===== src/rtl/dma_apb_cfg_slave.sv =====
// APB3/APB4 completer for the DMA channel configuration register bank.
// Optional privilege check enabled by defining DMA_APB_PROT_CHECK_EN.
module dma_apb_cfg_slave #(
  parameter int                WIDTH      = 32,
  parameter int                ADDR_W     = 12,
  parameter logic [ADDR_W-1:0] MAX_ADDR   = 'h090,
  parameter int                EXTRA_WAIT = 0
) (
  input  logic                 clk,
  input  logic                 resetn,
  input  logic                 psel,
  input  logic                 penable,
  input  logic                 pwrite,
  input  logic [ADDR_W-1:0]    paddr,
  input  logic [WIDTH-1:0]     pwdata,
  input  logic [WIDTH/8-1:0]   pstrb,
  input  logic [2:0]           pprot,
  output logic [WIDTH-1:0]     prdata,
  output logic                 pready,
  output logic                 pslverr,
  output logic                 cfg_wr_en,
  output logic                 cfg_rd_en,
  output logic [WIDTH-1:0]     cfg_addr,
  output logic [WIDTH-1:0]     cfg_wdata,
  input  logic [WIDTH-1:0]     cfg_rdata
);

  typedef enum logic [1:0] {IDLE, STROBE, WAIT, RESP} state_t;

  localparam logic [2:0] WAIT_LOAD = (EXTRA_WAIT > 0) ? 3'(EXTRA_WAIT - 1) : 3'd0;

  state_t              state_reg, state_next;
  logic [2:0]          cnt_reg, cnt_next;
  logic                abort_reg, abort_next;
  logic                write_reg;
  logic                err_reg;
  logic [ADDR_W-3:0]   addr_reg;
  logic [WIDTH-1:0]    wdata_reg;
  logic [WIDTH-1:0]    prdata_reg;

  logic setup;
  logic err_now;
  logic wr_strobe, rd_strobe, ready;

  assign setup = psel & ~penable;

  // Every illegal access is decided at setup so the strobe can be suppressed.
  logic misaligned, out_of_range, ro_write, strb_bad, priv_bad;
  assign misaligned   = |paddr[1:0];
  assign out_of_range = paddr > MAX_ADDR;
  assign ro_write     = pwrite && (paddr == ADDR_W'('h080) || paddr == ADDR_W'('h08C) ||
                                   paddr == ADDR_W'('h090));
  assign strb_bad     = pwrite && (pstrb != '1);

`ifdef DMA_APB_PROT_CHECK_EN
  logic unused_prot;
  assign priv_bad    = ~pprot[0];
  assign unused_prot = ^pprot[2:1];
`else
  logic unused_prot;
  assign priv_bad    = 1'b0;
  assign unused_prot = ^pprot;
`endif

  assign err_now = misaligned | out_of_range | ro_write | strb_bad | priv_bad;

  always_ff @(posedge clk or negedge resetn) begin
    if (!resetn) begin
      state_reg  <= IDLE;
      cnt_reg    <= '0;
      abort_reg  <= 1'b0;
      write_reg  <= 1'b0;
      err_reg    <= 1'b0;
      addr_reg   <= '0;
      wdata_reg  <= '0;
      prdata_reg <= '0;
    end else begin
      state_reg <= state_next;
      cnt_reg   <= cnt_next;
      abort_reg <= abort_next;
      if (state_reg == IDLE && setup) begin
        write_reg <= pwrite;
        err_reg   <= err_now;
        addr_reg  <= paddr[ADDR_W-1:2];
        wdata_reg <= pwdata;
      end
      // Writes and errored transfers leave zero on prdata.
      if (state_reg == STROBE)
        prdata_reg <= rd_strobe ? cfg_rdata : '0;
    end
  end

  always_comb begin
    state_next = state_reg;
    cnt_next   = cnt_reg;
    abort_next = abort_reg;
    wr_strobe  = 1'b0;
    rd_strobe  = 1'b0;
    ready      = 1'b0;
    case (state_reg)
      IDLE: begin
        abort_next = 1'b0;
        if (setup)
          state_next = STROBE;
      end
      STROBE: begin
        wr_strobe = write_reg & ~err_reg;
        rd_strobe = ~write_reg & ~err_reg;
        if (!psel)
          abort_next = 1'b1;
        if (EXTRA_WAIT > 0) begin
          state_next = WAIT;
          cnt_next   = WAIT_LOAD;
        end else begin
          state_next = RESP;
        end
      end
      WAIT: begin
        if (!psel)
          abort_next = 1'b1;
        if (cnt_reg == 3'd0)
          state_next = RESP;
        else
          cnt_next = cnt_reg - 3'd1;
      end
      RESP: begin
        // A master that dropped psel mid-transfer gets no completion.
        ready      = ~abort_reg;
        state_next = IDLE;
      end
      default: state_next = IDLE;
    endcase
  end

  assign pready    = ready;
  assign pslverr   = ready & err_reg;
  assign prdata    = prdata_reg;
  assign cfg_wr_en = wr_strobe;
  assign cfg_rd_en = rd_strobe;
  assign cfg_addr  = WIDTH'({addr_reg, 2'b00});
  assign cfg_wdata = wdata_reg;

endmodule


===== config.mk =====
export PLATFORM = sky130hd
export DESIGN_NAME = dma_apb_cfg_slave
export DESIGN_NICKNAME = d
export VERILOG_FILES = /design/src/rtl/dma_apb_cfg_slave.sv
export SDC_FILE = /design/constraint.sdc
export NUM_CORES = 1
export LEC_CHECK = 0
export CORE_MARGIN = 3
export CORE_UTILIZATION = 30
export DETAILED_ROUTE_END_ITERATION = 10
export PLACE_DENSITY = 0.63
export SLEW_MARGIN = 20
export SYNTH_ARGS = -nofsm -noshare
export SYNTH_HDL_FRONTEND = slang
export SYNTH_SLANG_ARGS = --single-unit

===== constraint.sdc =====
create_clock -name clk -period 5.8 [get_ports clk]
set_clock_uncertainty 0.15 [all_clocks]
set_input_delay 1.16 -clock clk [delete_from_list [all_inputs] [get_ports clk]]
set_output_delay 1.16 -clock clk [all_outputs]
set_load 0.02 [all_outputs]

==> metrics.md <==
| Metric | Value |
|---|---|
| Outcome | complete, no violations |
| Static Leak | 2.31 nW |
| Wirelength per Cell | 14.0 um |
| Post-synth top flop | dfrtp_1 |
| Fin. Hold Viols | 0 |
| # rows | 38 |
| PwrDens | 498 nW/um2 |
| Die width | 113 um |
| Crit path max-delay family | buffers and inverters |
| Clock root cell | clkbuf_16 |
| Core Region | 11000 um2 |
| Avg Synthesized Cell Area | 11.6 um2 |
| Critical path buffer and inverter count | 3 |
| Die area | 12800 um2 |
| Area leader, netlist | dfrtp_1 |
| Share of the synthesized area in the top cell type | 0.594 |
| Final TNS setup | 0 ns |
| DR iter-0 viols | 115 |
| Comb pwr share | 0.450 |
| Unique cell type count in the Yosys netlist | 28 |
| CTS resizes | 0 |
| Antenna-violating nets left | 0 |
| Antenna fix cells | 0 |
| Net Sw Power | 0.000943 W |
| Seq pwr share | 0.349 |
| Gpl congestion | 0.775 |
| Starting density of the core | 0.313 |
| First-pass GRT wire length | 13600 um |
| Post-CTS Setup Bufs | 0 |
| Seq cells post-synth | 82 |
| DRT Pass-1 Iters | 4 |
| H-tree depth | 3 |
| Share of layout cells above drive strength 1 | 0.125 |
| Slew HR | 0.330 |
| RSZ-0062 raised after global routing | false |
| Worst setup EP type | output port |
| Nets@finish | 555 |
| Worst path max stage delay | 0.83 ns |
| Seq/Total Area, Yosys | 0.594 |
| Setup CP Type | register to output port |
| Cells after synthesis | 298 |
| Reg clk slew, reported paths | 0.06 ns |
| Placed cell count | 590 |
| Largest net degree at the start of global routing | 83 |
| CP required | 4.49 ns |
| Peak VDD IR | 0.257 mV |
| IO Count | 188 |
| Cell area after synthesis | 3450 um2 |
| Crit path cell chain | inv_1 > ha_1 > nor3b_2 > buf_4 > clkdlybuf4s50_1 |
| DRC | 0 |
| Most common cell after layout, fill and taps aside | clkdlybuf4s50_1 |
| Period minus WS final | 4.29 ns |
| CTS tree | yes |
| Internal | 0.00175 W |
| Worst Hold Class | register to register |
| Post-synth EDFFs | 0 |
| Crit path launch type | register |
| Clock network power share | 0.201 |
| DPL Wire Length | 6190 um |
| Worst Tran Pin Value | 1.00 ns |
| Fin crit share | 0.740 |
| Via-to-Cell Ratio | 4.24 |
| Reg2Reg Setup Slack | 3.38 ns |
| Top cells by area, synth | dfrtp_1, mux2_2, o21ai_0 |
| Clk Latency, worst-skew pair | 0.32 ns |
| DR vias | 2562 |
| CTS max path bufs | 2 |
| Initial antenna violation count | 0 |
| # fillers | 1039 |
| Buffers on Ports | 162 |
| Grt total ovfl | 0 |
| Number of global-route vias before repair | 2628 |
| Async set-reset flop share out of synthesis | 1.00 |
| GRT Total Usage | 0.134 |
| CTS buffer count | 9 |
| Worst-path fanout max | 34 |
| Crit path arrival time | 2.98 ns |
| FMAX | 233 MHz |
| # clock sinks | 82 |
| Switch share | 0.350 |
| Layout area overhead | 56.7% |
| Max-slew violations | 0 |
| Non-filler cells, final | 604 |
| Most frequent cells in the layout | clkdlybuf4s50_1, dfrtp_1, inv_1, mux2_2 |
| Final setup violation count | 0 |
| Die Height | 113 um |
| Max cap viols | 0 |
| Hold Buf Count CTS | 0 |
| Warnings, synthesis | 0 |
| Routed WL | 8450 um |
| Worst path slowest cell | ha_1 |
-- layer usage --
| metal | global-route usage | vias to the layer above | share of wire |
|---|---|---|---|
| met5 | 0 | - | 0 |
| li1 | - | 1234 | - |
| met1 | 0.161 | 1220 | 0.40 |
| met4 | 0.0385 | 0 | 0.0086 |
| met3 | 0.0524 | 6 | 0.088 |
| met2 | 0.224 | 102 | 0.50 |
-- power groups by stage --
| stage | logic [W] | registers, W | clock network [W] |
|---|---|---|---|
| after CTS | 0.00124 | 0.000944 | 0.000557 |
| after detailed placement | 0.00123 | 0.000952 | 0 |
| after global placement | 0.00122 | 0.000940 | 0 |
| after floorplan | 0.000324 | 0.00123 | 0 |
| final | 0.00121 | 0.000941 | 0.000540 |
| after global routing | 0.00131 | 0.000976 | 0.000582 |
-- synthesized netlist by cell type (2+ instances only) --
master and number:
dfrtp_1 82, inv_1 40, mux2_2 39, nand2_1 36, o21ai_0 36, buf_4 22, clkbuf_1 7, ha_1 6
buf_2 4, mux2_1 4, a21oi_1 3, nand2b_1 2, nor2_1 2
-- worst reg2reg max path, stage by stage, from the launching register on --
cell and delay [ns]:
dfrtp_1 0.40, inv_1 0.11, ha_1 0.83, nor3b_2 0.30, buf_4 0.33, nand2_1 0.12, o21ai_0 0.09
-- cell families after synthesis --
group,count (synthesis),share of synthesized area
compound gates,45,0.0753
xor+xnor,1,0.00254
fa+ha+maj,6,0.0217
buf+inv,73,0.105
flops,82,0.594
mux,43,0.140
other cells,1,0.00109
simple gates,47,0.0605
-- stage by stage --
step	setup WS (ns)	total power [W]	cell area (um2)	utilization	hold slack (ns)
after global routing	1.23	0.00286	5410	0.491	0.350
final	1.51	0.00270	5410	0.491	0.320
after global placement	1.85	0.00216	5140	0.466	0.311
after floorplan	2.95	0.00155	3530	-	0.296
after CTS	1.43	0.00274	5410	0.490	0.325
after detailed placement	1.80	0.00218	5140	0.466	0.314
-- final cells by class --
cell class / count / area (um2) / area share
sequential: 82 / 2050 / 0.379
clock inverter: 4 / 45.0 / 0.00832
tap: 140 / 175 / 0.0324
multi-input combinational: 164 / 1120 / 0.208
timing repair buffer: 164 / 1640 / 0.303
inverter: 40 / 150 / 0.0277
clock buffer: 10 / 229 / 0.0423
-- worst paths after layout --
check | to | from | cells after the start
max | cfg_rd_en | state_reg[1]$_DFFE_PN0P_ | 5
min | cnt_reg[0]$_DFFE_PN0P_ | cnt_reg[0]$_DFFE_PN0P_ | 1
min in group asynchronous | cfg_wdata[11]$_DFFE_PN0P_ | resetn | 1
min reg2reg | cnt_reg[0]$_DFFE_PN0P_ | cnt_reg[0]$_DFFE_PN0P_ | 1
max reg2reg | prdata[11]$_DFFE_PN0P_ | state_reg[1]$_DFFE_PN0P_ | 6
max in group asynchronous | prdata[7]$_DFFE_PN0P_ | resetn | 1
Power figures use the tool's default switching activity.
